## src/rtl/ext_int_arbiter.sv

```systemverilog
// Four-source external interrupt front end: synchronize, debounce, latch rising
// edges as pending, and present the lowest enabled pending source to the core.
module ext_int_arbiter #(
    parameter int DEB_LEN = 4
) (
    input  logic       clk,
    input  logic       rst,
    input  logic [3:0] pinIn,
    input  logic [3:0] intEn,
    input  logic       intAck,
    output logic       intReq,
    output logic [1:0] intId,
    output logic [3:0] pendOut,
    output logic [3:0] levelOut
);

    typedef enum logic {
        IDLE,
        REQ
    } state_t;

    localparam logic [3:0] CNT_MAX = 4'(DEB_LEN - 1);

    logic [3:0] sync1_reg;
    logic [3:0] sync2_reg;
    logic [3:0] filt_vec;
    logic [3:0] rise_vec;

    always_ff @(posedge clk or posedge rst) begin
        if (rst) begin
            sync1_reg <= '0;
            sync2_reg <= '0;
        end else begin
            sync1_reg <= pinIn;
            sync2_reg <= sync1_reg;
        end
    end

    // Per-source debounce: filtered level follows sync only after DEB_LEN
    // consecutive disagreeing samples.
    generate
        for (genvar gi = 0; gi < 4; gi++) begin : g_deb
            logic [3:0] cnt_reg;
            logic [3:0] cnt_next;
            logic       filt_reg;
            logic       filt_next;
            logic       rise;

            always_comb begin
                cnt_next  = cnt_reg;
                filt_next = filt_reg;
                rise      = 1'b0;
                if (sync2_reg[gi] == filt_reg) begin
                    cnt_next = '0;
                end else if (cnt_reg < CNT_MAX) begin
                    cnt_next = cnt_reg + 4'd1;
                end else begin
                    filt_next = sync2_reg[gi];
                    cnt_next  = '0;
                    rise      = sync2_reg[gi];
                end
            end

            always_ff @(posedge clk or posedge rst) begin
                if (rst) begin
                    cnt_reg  <= '0;
                    filt_reg <= 1'b0;
                end else begin
                    cnt_reg  <= cnt_next;
                    filt_reg <= filt_next;
                end
            end

            assign filt_vec[gi] = filt_reg;
            assign rise_vec[gi] = rise;
        end
    endgenerate

    state_t     state_reg;
    state_t     state_next;
    logic [1:0] id_reg;
    logic [1:0] id_next;
    logic [3:0] pend_reg;
    logic [3:0] pend_next;
    logic [3:0] pend_clr;
    logic [3:0] avail;

    assign avail = pend_reg & intEn;

    always_comb begin
        state_next = state_reg;
        id_next    = id_reg;
        pend_clr   = '0;
        case (state_reg)
            IDLE: begin
                if (|avail) begin
                    state_next = REQ;
                    // Descending scan so the lowest set index is the one kept.
                    for (int k = 3; k >= 0; k--) begin
                        if (avail[k]) id_next = 2'(k);
                    end
                end
            end
            REQ: begin
                if (intAck) begin
                    state_next       = IDLE;
                    pend_clr[id_reg] = 1'b1;
                end
            end
            default: state_next = IDLE;
        endcase
        // A new rising edge on the acknowledged source outranks its clear.
        pend_next = (pend_reg & ~pend_clr) | (rise_vec & intEn);
    end

    always_ff @(posedge clk or posedge rst) begin
        if (rst) begin
            state_reg <= IDLE;
            id_reg    <= '0;
            pend_reg  <= '0;
        end else begin
            state_reg <= state_next;
            id_reg    <= id_next;
            pend_reg  <= pend_next;
        end
    end

    assign intReq   = (state_reg == REQ);
    assign intId    = id_reg;
    assign pendOut  = pend_reg;
    assign levelOut = filt_vec;

endmodule

```

## config.mk

```make
export PLATFORM = sky130hd
export DESIGN_NAME = ext_int_arbiter
export DESIGN_NICKNAME = d
export VERILOG_FILES = /design/src/rtl/ext_int_arbiter.sv
export SDC_FILE = /design/constraint.sdc
export NUM_CORES = 1
export LEC_CHECK = 0
export ABC_CLOCK_PERIOD_IN_PS = 1590
export CORE_MARGIN = 2
export CORE_UTILIZATION = 51
export CTS_CLUSTER_SIZE = 16
export DETAILED_ROUTE_END_ITERATION = 6
export PLACE_DENSITY = 0.77
export SLEW_MARGIN = 40
export SYNTH_ARGS = -nofsm -noshare
export SYNTH_HDL_FRONTEND = slang
export SYNTH_SLANG_ARGS = --single-unit
```

## constraint.sdc

```tcl
create_clock -name clk -period 1.59 [get_ports clk]
set_input_delay 0.3975 -clock clk [delete_from_list [all_inputs] [get_ports clk]]
set_output_delay 0.3975 -clock clk [all_outputs]
set_load 0.01 [all_outputs]
```

After elaboration in Yosys (flattened, before gate mapping)
Cells that the tools add are included.
Operators by class
  $add $sub $neg: 4
  $mul: 0
  divide/modulo/power cells: 0
  $lt $le $gt $ge: 6
  equality and inequality tests: 4
  shift operators: 0
  multiplexer cells: 27
  bitwise gates (word level): 14
  reductions and logical operators: 8
Operators with widths (number)
  $mux W4: 10
  $add A4 B1 Y4 const B: 4
  $lt A4 B2 Y1 const B: 4
  $and A4 B4 Y4: 3
  $mux W1: 11
  $not A1 Y1: 9
  $mux W2: 4
  $reduce_and A2 Y1: 4
  $eq A1 B1 Y1: 4
  $not A4 Y4: 1
  $or A4 B4 Y4: 1
  $reduce_bool A4 Y1: 1
  $reduce_or A4 Y1: 1
  $lt A2 B3 Y1 const B: 1
  $reduce_and A3 Y1: 1
  $demux W1 S2: 1
  $ge A2 B1 Y1 const B: 1
  $pmux W1 S2: 1
  $logic_and A1 B1 Y1: 1
Storage, ports and cells
  flip-flop bits (word level): 35
  bits in latches: 0
  RAM bits: 0
  ROM bits: 0
  input port bits: 11
  output and inout port bits: 11
  memories: 0

Depth between registers and ports, before layout
Gate-level depths: netlist of run 1.
  depth in word-level cells: 9
  gate-level depth with buffers: 4
  mapped depth without buffers: 4

Worst setup path after synthesis of run 1
Ideal clock, no wire load.
  path type: register -> register
  start: reg g_deb[2].cnt_reg[0]
  end: reg g_deb[2].filt_reg
  setup time: 0.128 ns
  data arrival time: 1.119 ns
  setup slack: 0.343 ns
  stages on the path, launching flop included: 4
  buffers on the path: 0
  clock period less this slack: 1.247 ns
  path through: dfrtp_1 -> ha_1 -> nor3_4 -> mux2_1
On the way
  longest elaborated chain between the ends: 3
RTL lines
  from (decl): RTL line 43  | logic [3:0] cnt_reg;
  from (signal assigned): RTL line 69  | cnt_reg <= cnt_next;
  $lt A4 B2 Y1: RTL line 55  | end else if (cnt_reg < CNT_MAX) begin
  $not A1 Y1 (no line)
  $reduce_and A2 Y1 (no line)
  to (signal assigned): RTL line 70  | filt_reg <= filt_next;
  to (decl): RTL line 45  | logic filt_reg;
Every way passes these cells.
A chain may end at the register's enable or synchronous reset.

Final worst setup path of run 1
  start: reg g_deb[2].filt_reg
  end: out levelOut[2]
RTL lines
  to (decl): RTL line 14  | output logic [3:0] levelOut
No word-level cell between the ends.

==> flow_metrics.env, run 1 <==
export IMPL_routed_via_density=5.048
export IMPL_cell_class_contributing_the_biggest_share_of_worst_path_delay="flip-flops"
export IMPL_cp_cell_sequence="dlygate4sd2_1"
export IMPL_postSynth_asyncResetShare_pct=100.0
export IMPL_cts_htree_levels=2
export IMPL_leakagePower_nw=0.8203
export IMPL_worstSetupStartpointType="flop"
export IMPL_tritoncts="yes"
export IMPL_die_area_mm2=0.003040
export IMPL_numPlacedInstances=153
export IMPL_report_final_slew_viol_count=0
export IMPL_synth_compound_gate_area_share_pct=8.724
export IMPL_yosys_cell_count_top_type="sky130_fd_sc_hd__dfrtp_1"
export IMPL_maximum_buffer_depth_of_the_clock_tree=2
export IMPL_run_status="finished, final reports clean"
export IMPL_post_route_cells_drive_above_1_share_pct=15.94
export IMPL_crit_path_end_kind="primary output"
export IMPL_critPathArrivalTime_ns=1.05
export IMPL_finish_net_count=152
export IMPL_post_synth_fa_ha_maj_area_fraction_pct=3.752
export IMPL_clock_sink_count=35
export IMPL_fp_dieH_um=55.14
export IMPL_initialDrtViolationCount=14
export IMPL_maxCapViolCount=0
export IMPL_synth_simple_gate_area_share_pct=12.20
export IMPL_syn2layout_area_growth_pct=26.55
export IMPL_whs_ns=0.3562
export IMPL_timing_worst_setup_path_type="flop to primary output"
export IMPL_coreArea_mm2=0.002477
export IMPL_place_congestion=0.7814
export IMPL_antenna_cells_inserted=0
export IMPL_clk_latency_ns=0.33
export IMPL_timing_setup_tns_ns=0
export IMPL_use_met3_pct=9.140
export IMPL_power_per_cell_area_mw_per_mm2=1272
export IMPL_number_of_flip_flops_under_the_largest_register_name=16
export IMPL_first_global_vias=873
export IMPL_setup_violations_final=0
export IMPL_initial_core_util_pct=53.84
export IMPL_synth_avg_cell_area_um2=13.61
export IMPL_min_period_ns=1.451
export IMPL_synth_distinct_cells=21
export IMPL_dp_final_hpwl_mm=1.644
export IMPL_worst_ir_drop_vdd_uv=730.1
export IMPL_ys_top_cells_by_area="sky130_fd_sc_hd__dfrtp_1 66%, sky130_fd_sc_hd__nor3_4 4.9%, sky130_fd_sc_hd__ha_1 3.8%"
export IMPL_pin_count_of_the_biggest_net_entering_global_routing=36
export IMPL_groute_usage_overall_pct=20.06
export IMPL_router_iterations_before_antenna_repair=4
export IMPL_met2_usage_pct=32.14
export IMPL_global_route_usage_met1_pct=22.70
export IMPL_synth_top_cell_by_area="sky130_fd_sc_hd__dfrtp_1"
export IMPL_grt_first_pass_wirelength_mm=3.926
export IMPL_synth_xor_area_share_pct=2.627
export IMPL_final_antenna_net_count=0
export IMPL_numCtsBuffers=5
export IMPL_cts_clk_slew_worst_paths_ns=0.10
export IMPL_wl_per_cell_um=13.82
export IMPL_ys_ff_latch=35
export IMPL_multiplexer_share_of_the_synthesized_area_pct=3.377
export IMPL_number_of_antenna_violations_at_the_first_check_in_global_routing=0
export IMPL_cp_slowest_cell="sky130_fd_sc_hd__dfrtp_1"
export IMPL_fillerInstances=197
export IMPL_synthesized_netlist_cell_count=98
export IMPL_drt_total_wl_mm=2.321
export IMPL_min_delay_path_class="flop to flop"
export IMPL_critPathRequiredTime_ns=1.19
export IMPL_highest_clock_frequency_the_design_can_meet_ghz=0.6894
export IMPL_main_combinational_cell_family_by_area_after_synthesis="simple AND/OR/NAND/NOR gates"
export IMPL_critical_path_peak_fanout=4
export IMPL_count_of_final_hold_check_violations=0
export IMPL_synth_edff_count=0
export IMPL_die_width_um=55.14
export IMPL_timing_clock_skew_ns=0.004001
export IMPL_path_buf_inv=1
export IMPL_syn_cell_area_mm2=0.001334
export IMPL_post_route_drc_count=0
export IMPL_ys_top_cells_by_count="35 x sky130_fd_sc_hd__dfrtp_1, 11 x sky130_fd_sc_hd__nand2_1, 6 x sky130_fd_sc_hd__o31ai_1"
export IMPL_synth_sequential_area_ratio_pct=65.67
export IMPL_pin_count=22
export IMPL_instances_no_fill=168
export IMPL_synth_main_ff_cell="sky130_fd_sc_hd__dfrtp_1"
export IMPL_timing_critical_path_slowest_cell_delay_ns=0.42
export IMPL_unrepaired_setup_endpoints_after_global_routing="no"
export IMPL_finalCritPeriodShare_pct=91.23
export IMPL_vias=848
export IMPL_global_route_overflow_total=0
export IMPL_busiest_layer="met2"
export IMPL_port_buffers=21
export IMPL_ys_warn_count=0
export IMPL_ctsRootBufferMaster="sky130_fd_sc_hd__clkbuf_4"
export IMPL_synth_largest_type_area_fraction_pct=65.67
export IMPL_floorplan_rows=18
[area by class of cell]
class / count / area, µm² / area share (%)
flip-flops and latches: 35 / 877.1 / 51.96
multi-input cells: 63 / 439.2 / 26.02
repair buffers: 30 / 276.5 / 16.38
clock buffers: 7 / 45.04 / 2.669
well taps: 30 / 37.54 / 2.224
inverters: 2 / 7.507 / 0.4448
clock inverters: 1 / 5.005 / 0.2965
[layer usage]
metal  part of all wire (%)  wire length [µm]
met5                      0                 0
met4                    2.6                61
met3                    7.2               168
met2                     52              1204
met1                     38               887
[power by group]
group	switching, W	leakage, nW	internal [W]
clock	0.000267	0.0293	0.000172
sequential	0.0000795	0.422	0.00101
combinational	0.000312	0.369	0.000305
[layout by cell type, fill, tap and decap left out, drive strengths merged]
cell type	count
nand3	2
a21o	1
conb	8
mux2	4
o31ai	6
clkdlybuf4s50	10
o21a	1
xor2	4
ha	4
a22oi	1
and3	4
a21oi	4
o21ai	3
buf	9
dfrtp	35
o22a	1
clkinv	1
clkbuf	7
inv	2
nor3	4
dlygate4sd2	11
nand2	12
nor2	4
[worst paths after layout]
path / start / end / slack [ns] / cells past startpoint
worst max register to register: g_deb[2].cnt_reg[0] / g_deb[2].filt_reg / 0.27 / 3
worst max-delay path: g_deb[2].filt_reg / levelOut[2] / 0.14 / 1
max in group asynchronous: rst / intId[0] / 1.01 / 3
min in group asynchronous: rst / g_deb[3].cnt_reg[2] / 0.39 / 3
worst min register to register: sync1_reg[3] / sync2_reg[3] / 0.36 / 0
worst min-delay path: sync1_reg[3] / sync2_reg[3] / 0.36 / 0
[through the flow]
step | utilization (%) | instance area, µm² | power [W] | setup slack [ns]
2_1_floorplan | - | 1360 | 0.001411 | 0.3430
3_3_place_gp | 64.49 | 1598 | 0.001667 | 0.1293
3_5_place_dp | 64.49 | 1598 | 0.001698 | 0.09456
4_1_cts | 68.13 | 1688 | 0.002158 | 0.1184
5_1_grt | 68.13 | 1688 | 0.002289 | 0.07760
6_report | 68.13 | 1688 | 0.002147 | 0.1395
[cells by family after synthesis]
group / after synthesis
flip-flops: 35
XOR/XNOR: 4
buffers and inverters: 7
AO/OA/AOI/OAI: 17
adder cells (fa/ha/maj): 4
other: 1
multiplexers: 4
AND/OR/NAND/NOR: 26
[what timing repair did]
| action | in CTS | in global routing |
|---|---|---|
| gates resized for setup | 12 | 0 |
| endpoints found under the setup margin | 11 | 0 |
| endpoints found under the hold margin | 0 | 0 |
| setup buffers | 7 | 0 |
| hold buffers | 0 | 0 |
Note: power is estimated with default switching activity, not from simulation.
==> inputs of run 2 (changes only) <==
- CORE_UTILIZATION: 51 -> 50
- PLACE_DENSITY: 0.77 -> 0.76
==> run 2 against run 1 <==
Compared with the run above:
- sequential share of layout area up 0.23 points
- critical path depth stayed put
- cell count is 0.60% lower
- global-route usage is 3.0 points lower
- highest routed layer unchanged
- worst hold slack gained 0.0049 ns
- first-iteration DRC count up 21%
- clock power about the same
- combinational power decreased by 9.2%
- die area up 1.9%
- largest power group unchanged
==> flow_metrics.env, run 2 (synthesis gave the netlist of run 1 again) <==
export IMPL_numCtsBuffers=5
export IMPL_die_area_mm2=0.003097
export IMPL_report_final_slew_viol_count=0
export IMPL_unrepaired_setup_endpoints_after_global_routing="no"
export IMPL_fp_dieH_um=55.65
export IMPL_final_antenna_net_count=0
export IMPL_clk_latency_ns=0.32
export IMPL_finish_net_count=151
export IMPL_hold_path_startpoint="sync1_reg[1]"
export IMPL_antenna_cells_inserted=0
export IMPL_place_congestion=0.7113
export IMPL_router_iterations_before_antenna_repair=4
export IMPL_count_of_final_hold_check_violations=0
export IMPL_rrSetupSlack_ns=0.25
export IMPL_drt_total_wl_mm=2.127
export IMPL_timing_setup_tns_ns=0
export IMPL_initial_core_util_pct=53.35
export IMPL_commonest_non_fill_non_tap_cell_in_the_layout="sky130_fd_sc_hd__dfrtp_1"
export IMPL_tritoncts="yes"
export IMPL_clock_sink_count=35
export IMPL_critPathArrivalTime_ns=1.07
export IMPL_rr_worst_depth=3
export IMPL_cell_class_contributing_the_biggest_share_of_worst_path_delay="flip-flops"
export IMPL_whs_ns=0.3611
export IMPL_wl_per_cell_um=12.74
export IMPL_crit_path_end_kind="primary output"
export IMPL_run_status="finished, final reports clean"
export IMPL_finalCritPeriodShare_pct=92.32
export IMPL_groute_usage_overall_pct=17.10
export IMPL_min_delay_path_class="flop to flop"
export IMPL_pin_count=22
export IMPL_die_width_um=55.65
export IMPL_worst_ir_drop_vdd_uv=805.6
export IMPL_vias=831
export IMPL_worstSetupStartpointType="flop"
export IMPL_number_of_flip_flops_under_the_largest_register_name=16
export IMPL_global_route_overflow_total=0
export IMPL_post_route_cells_drive_above_1_share_pct=15.33
export IMPL_critical_path_peak_fanout=6
export IMPL_whs_endpoint="sync2_reg[1]"
export IMPL_cp_slowest_cell="sky130_fd_sc_hd__dfrtp_2"
export IMPL_initialDrtViolationCount=17
export IMPL_timing_worst_setup_path_type="flop to primary output"
export IMPL_coreArea_mm2=0.002500
export IMPL_maximum_buffer_depth_of_the_clock_tree=2
export IMPL_setup_violations_final=0
export IMPL_syn2layout_area_growth_pct=25.98
export IMPL_power_per_cell_area_mw_per_mm2=1253
export IMPL_postLayoutCoreUtil_pct=67.22
export IMPL_cp_cell_sequence="dlygate4sd2_1"
export IMPL_leakagePower_nw=0.8151
export IMPL_worst_hold_path_num_cells=0
export IMPL_critPathRequiredTime_ns=1.19
export IMPL_maxCapViolCount=0
export IMPL_grt_first_pass_wirelength_mm=3.919
export IMPL_ctsRootBufferMaster="sky130_fd_sc_hd__clkbuf_4"
export IMPL_min_period_ns=1.468
export IMPL_critical_path_reg2reg_startpoint="g_deb[2].cnt_reg[0]"
export IMPL_port_buffers=21
export IMPL_highest_count_cells_in_the_layout_ignoring_fill_and_taps="34 x sky130_fd_sc_hd__dfrtp_1, 11 x sky130_fd_sc_hd__nand2_1, 11 x sky130_fd_sc_hd__dlygate4sd2_1"
export IMPL_timing_clock_skew_ns=0.005302
export IMPL_post_cts_hold_buffer_count=0
export IMPL_path_buf_inv=1
export IMPL_first_global_vias=911
export IMPL_post_route_drc_count=0
export IMPL_number_of_antenna_violations_at_the_first_check_in_global_routing=0
export IMPL_timing_critical_path_slowest_cell_delay_ns=0.46
export IMPL_dp_final_hpwl_mm=1.472
export IMPL_pin_count_of_the_biggest_net_entering_global_routing=36
export IMPL_floorplan_rows=18
export IMPL_cts_htree_levels=2
export IMPL_crit_reg2reg_capture="g_deb[2].filt_reg"
export IMPL_cts_clk_slew_worst_paths_ns=0.10
export IMPL_routed_via_density=4.976
export IMPL_highest_clock_frequency_the_design_can_meet_ghz=0.6812
run 2: worst max-delay path by stage:
stage	startpoint	to	slack, ns	depth (start not counted)
after floorplan	g_deb[2].cnt_reg[0]	g_deb[2].filt_reg	0.34	3
after global placement	intEn[1]	intReq	0.15	4
after detailed placement	intEn[1]	intReq	0.12	4
after CTS	intId[0]	intId[0]	0.1	1
after global routing	intId[0]	intId[0]	0.06	1
final	intId[0]	intId[0]	0.12	1
run 2: layout make-up:
cell class | instances | area, µm²
Fill cell | 187 | 819.5
Timing Repair Buffer | 29 | 269.0
Tap cell | 30 | 37.54
Sequential cell | 35 | 877.1
Clock inverter | 1 | 5.005
Multi-Input combinational cell | 63 | 439.2
Inverter | 2 | 7.507
Clock buffer | 7 | 45.04
run 2: what timing repair did:
item                                    in CTS  in global routing
gates resized for setup                     12                  0
endpoints found under the setup margin      11                  0
buffers inserted                             6                  0
run 2: routing by layer:
| layer | vias up | track usage, % | routed length [µm] |
|---|---|---|---|
| met1 | 403 | 20.54 | 932 |
| met2 | 19 | 27.21 | 1069 |
| met5 | - | 0 | 0 |
| met3 | 2 | 6.977 | 109 |
| li1 | 407 | - | - |
| met4 | 0 | 7.317 | 15 |
run 2: through the flow:
step                      worst slack, ns  instances  power (W)  cell area, µm²
final                              0.1221        167   0.002105            1680
after global routing              0.05643        167   0.002257            1680
after CTS                         0.09955        167   0.002129            1680
after detailed placement           0.1196        153   0.001696            1598
after global placement             0.1485        153   0.001679            1598
after floorplan                    0.3430        105   0.001411            1360
run 2: report_power, final:
group / internal, W / total, W / switching, W
Sequential: 0.00101 / 0.00111 / 0.0000948
Clock: 0.000172 / 0.000439 / 0.000267
Combinational: 0.000279 / 0.000560 / 0.000280
==> inputs of run 3 (changes only) <==
- ABC_CLOCK_PERIOD_IN_PS: 1590 -> 1500
- CORE_ASPECT_RATIO: default -> 2
- clock period: 1.59 -> 1.5 ns (I/O delays scaled with it)
==> run 3 against run 2 <==
Compared with the run above:
- count of clock-buffer cells in the layout fell by 1
- non-clock buffer count fell by 2
- first-iteration DRC count fell by 24%
- worst hold slack got worse by 0.013 ns
- clock skew fell by 0.00080 ns
- largest cell class unchanged
==> flow_metrics.env, run 3 (synthesis gave the netlist of run 1 again) <==
export IMPL_rrSetupSlack_ns=0.19
export IMPL_die_area_mm2=0.003122
export IMPL_groute_usage_overall_pct=16.84
export IMPL_clk_latency_ns=0.28
export IMPL_cts_htree_levels=2
export IMPL_instance_count_on_the_critical_path=1
export IMPL_worst_setup_slack_before_clock_tree_synthesis_ns=0.04842
export IMPL_pin_count=22
export IMPL_number_of_flip_flops_under_the_largest_register_name=16
export IMPL_cell_class_contributing_the_biggest_share_of_worst_path_delay="flip-flops"
export IMPL_global_route_overflow_total=0
export IMPL_timing_clock_skew_ns=0.004505
export IMPL_port_buffers=21
export IMPL_first_global_vias=841
export IMPL_met2_length_mm=1.096
export IMPL_highest_count_cells_in_the_layout_ignoring_fill_and_taps="35 x sky130_fd_sc_hd__dfrtp_1, 11 x sky130_fd_sc_hd__nand2_1, 11 x sky130_fd_sc_hd__dlygate4sd2_1"
export IMPL_commonest_non_fill_non_tap_cell_in_the_layout="sky130_fd_sc_hd__dfrtp_1"
export IMPL_unrepaired_setup_endpoints_after_global_routing="no"
export IMPL_vias=840
export IMPL_numPlacedInstances=152
export IMPL_critPathRequiredTime_ns=1.12
export IMPL_worstSetupStartpointType="flop"
export IMPL_pin_count_of_the_biggest_net_entering_global_routing=36
export IMPL_min_delay_path_class="flop to flop"
export IMPL_cp_startpoint="g_deb[1].filt_reg"
export IMPL_post_route_drc_count=0
export IMPL_worst_ir_drop_vdd_uv=1018
export IMPL_rr_worst_depth=3
export IMPL_length_of_routed_wiring_on_met1_um=737
export IMPL_cts_clk_slew_worst_paths_ns=0.07
export IMPL_die_width_um=40.52
export IMPL_tritoncts="yes"
export IMPL_whs_ns=0.3478
export IMPL_leakagePower_nw=0.8391
export IMPL_min_period_ns=1.363
export IMPL_cp_slowest_cell="sky130_fd_sc_hd__dfrtp_1"
export IMPL_instances_no_fill=163
export IMPL_routed_via_density=5.153
export IMPL_critical_path_peak_fanout=4
export IMPL_crit_path_end_kind="primary output"
export IMPL_dr_max_layer_used="met4"
export IMPL_numCtsBuffers=5
export IMPL_fp_dieH_um=77.04
export IMPL_initialDrtViolationCount=13
export IMPL_timing_worst_setup_path_type="flop to primary output"
export IMPL_wl_per_cell_um=12.26
export IMPL_number_of_antenna_violations_at_the_first_check_in_global_routing=0
export IMPL_hold_path_startpoint="sync1_reg[3]"
export IMPL_power_per_cell_area_mw_per_mm2=1505
export IMPL_worstSetupEndpoint="levelOut[1]"
export IMPL_ctsRootBufferMaster="sky130_fd_sc_hd__clkbuf_8"
export IMPL_router_iterations_before_antenna_repair=2
export IMPL_maxCapViolCount=0
export IMPL_path_buf_inv=1
export IMPL_highest_clock_frequency_the_design_can_meet_ghz=0.7336
export IMPL_final_antenna_net_count=0
export IMPL_post_route_worst_setup_slack_ns=0.1369
export IMPL_grt_first_pass_wirelength_mm=3.484
export IMPL_clock_sink_count=35
export IMPL_place_congestion=0.6910
export IMPL_setup_violations_final=0
export IMPL_count_of_final_hold_check_violations=0
export IMPL_dp_final_hpwl_mm=1.449
export IMPL_initial_core_util_pct=52.56
export IMPL_finish_net_count=149
export IMPL_coreArea_mm2=0.002537
export IMPL_crit_reg2reg_capture="g_deb[2].filt_reg"
export IMPL_post_route_cells_drive_above_1_share_pct=14.81
export IMPL_route_met3_wl_um=95
export IMPL_critical_path_reg2reg_startpoint="g_deb[2].cnt_reg[0]"
export IMPL_critPathArrivalTime_ns=0.99
export IMPL_floorplan_rows=26
export IMPL_syn2layout_area_growth_pct=29.64
export IMPL_maximum_buffer_depth_of_the_clock_tree=2
export IMPL_finalCritPeriodShare_pct=90.88
export IMPL_cp_cell_sequence="dlygate4sd2_1"
export IMPL_report_final_slew_viol_count=0
export IMPL_drt_total_wl_mm=1.999
export IMPL_timing_critical_path_slowest_cell_delay_ns=0.41
export IMPL_run_status="finished, final reports clean"
export IMPL_timing_setup_tns_ns=0
export IMPL_antenna_cells_inserted=0
export IMPL_postLayoutCoreUtil_pct=68.15
==> run 3: final cells by class <==
type / instances / area (µm²)
fillers: 190 / 808.3
well taps: 28 / 35.03
multi-input cells: 63 / 439.2
clock inverters: 2 / 35.03
inverters: 2 / 7.507
flip-flops and latches: 35 / 875.8
clock buffers: 6 / 82.58
repair buffers: 27 / 254.0
==> run 3: worst min-delay path by stage <==
| stage | slack [ns] | end | depth (start not counted) |
|---|---|---|---|
| after floorplan | 0.33 | sync2_reg[0] | 0 |
| final | 0.35 | sync2_reg[3] | 0 |
| after detailed placement | 0.34 | sync2_reg[3] | 0 |
| after CTS | 0.35 | sync2_reg[3] | 0 |
| after global placement | 0.33 | sync2_reg[2] | 0 |
| after global routing | 0.36 | sync2_reg[0] | 0 |
==> run 3: timing repair <==
item                       4_1_cts  5_1_grt
gates resized for setup         11        0
setup buffers                    3        0
setup endpoints to repair       11        0
hold buffers                     0        0
==> run 3: where the power goes <==
part / internal, W / switching, W / total, W
registers: 0.00107 / 0.0000813 / 0.00115
clock network: 0.000537 / 0.000305 / 0.000842
logic: 0.000315 / 0.000292 / 0.000607
==> run 3: layer usage <==
| layer | vias up | GRT usage (%) |
|---|---|---|
| met3 | 6 | 5.202 |
| met4 | 0 | 11.00 |
| li1 | 395 | - |
| met5 | - | 0 |
| met1 | 417 | 17.92 |
| met2 | 22 | 26.35 |
==> run 3: stage by stage <==
stage | cell area [µm²] | power (W)
final | 1729 | 0.002602
after detailed placement | 1603 | 0.001794
after floorplan | 1360 | 0.001495
after CTS | 1729 | 0.002633
after global routing | 1729 | 0.002770
after global placement | 1603 | 0.001774
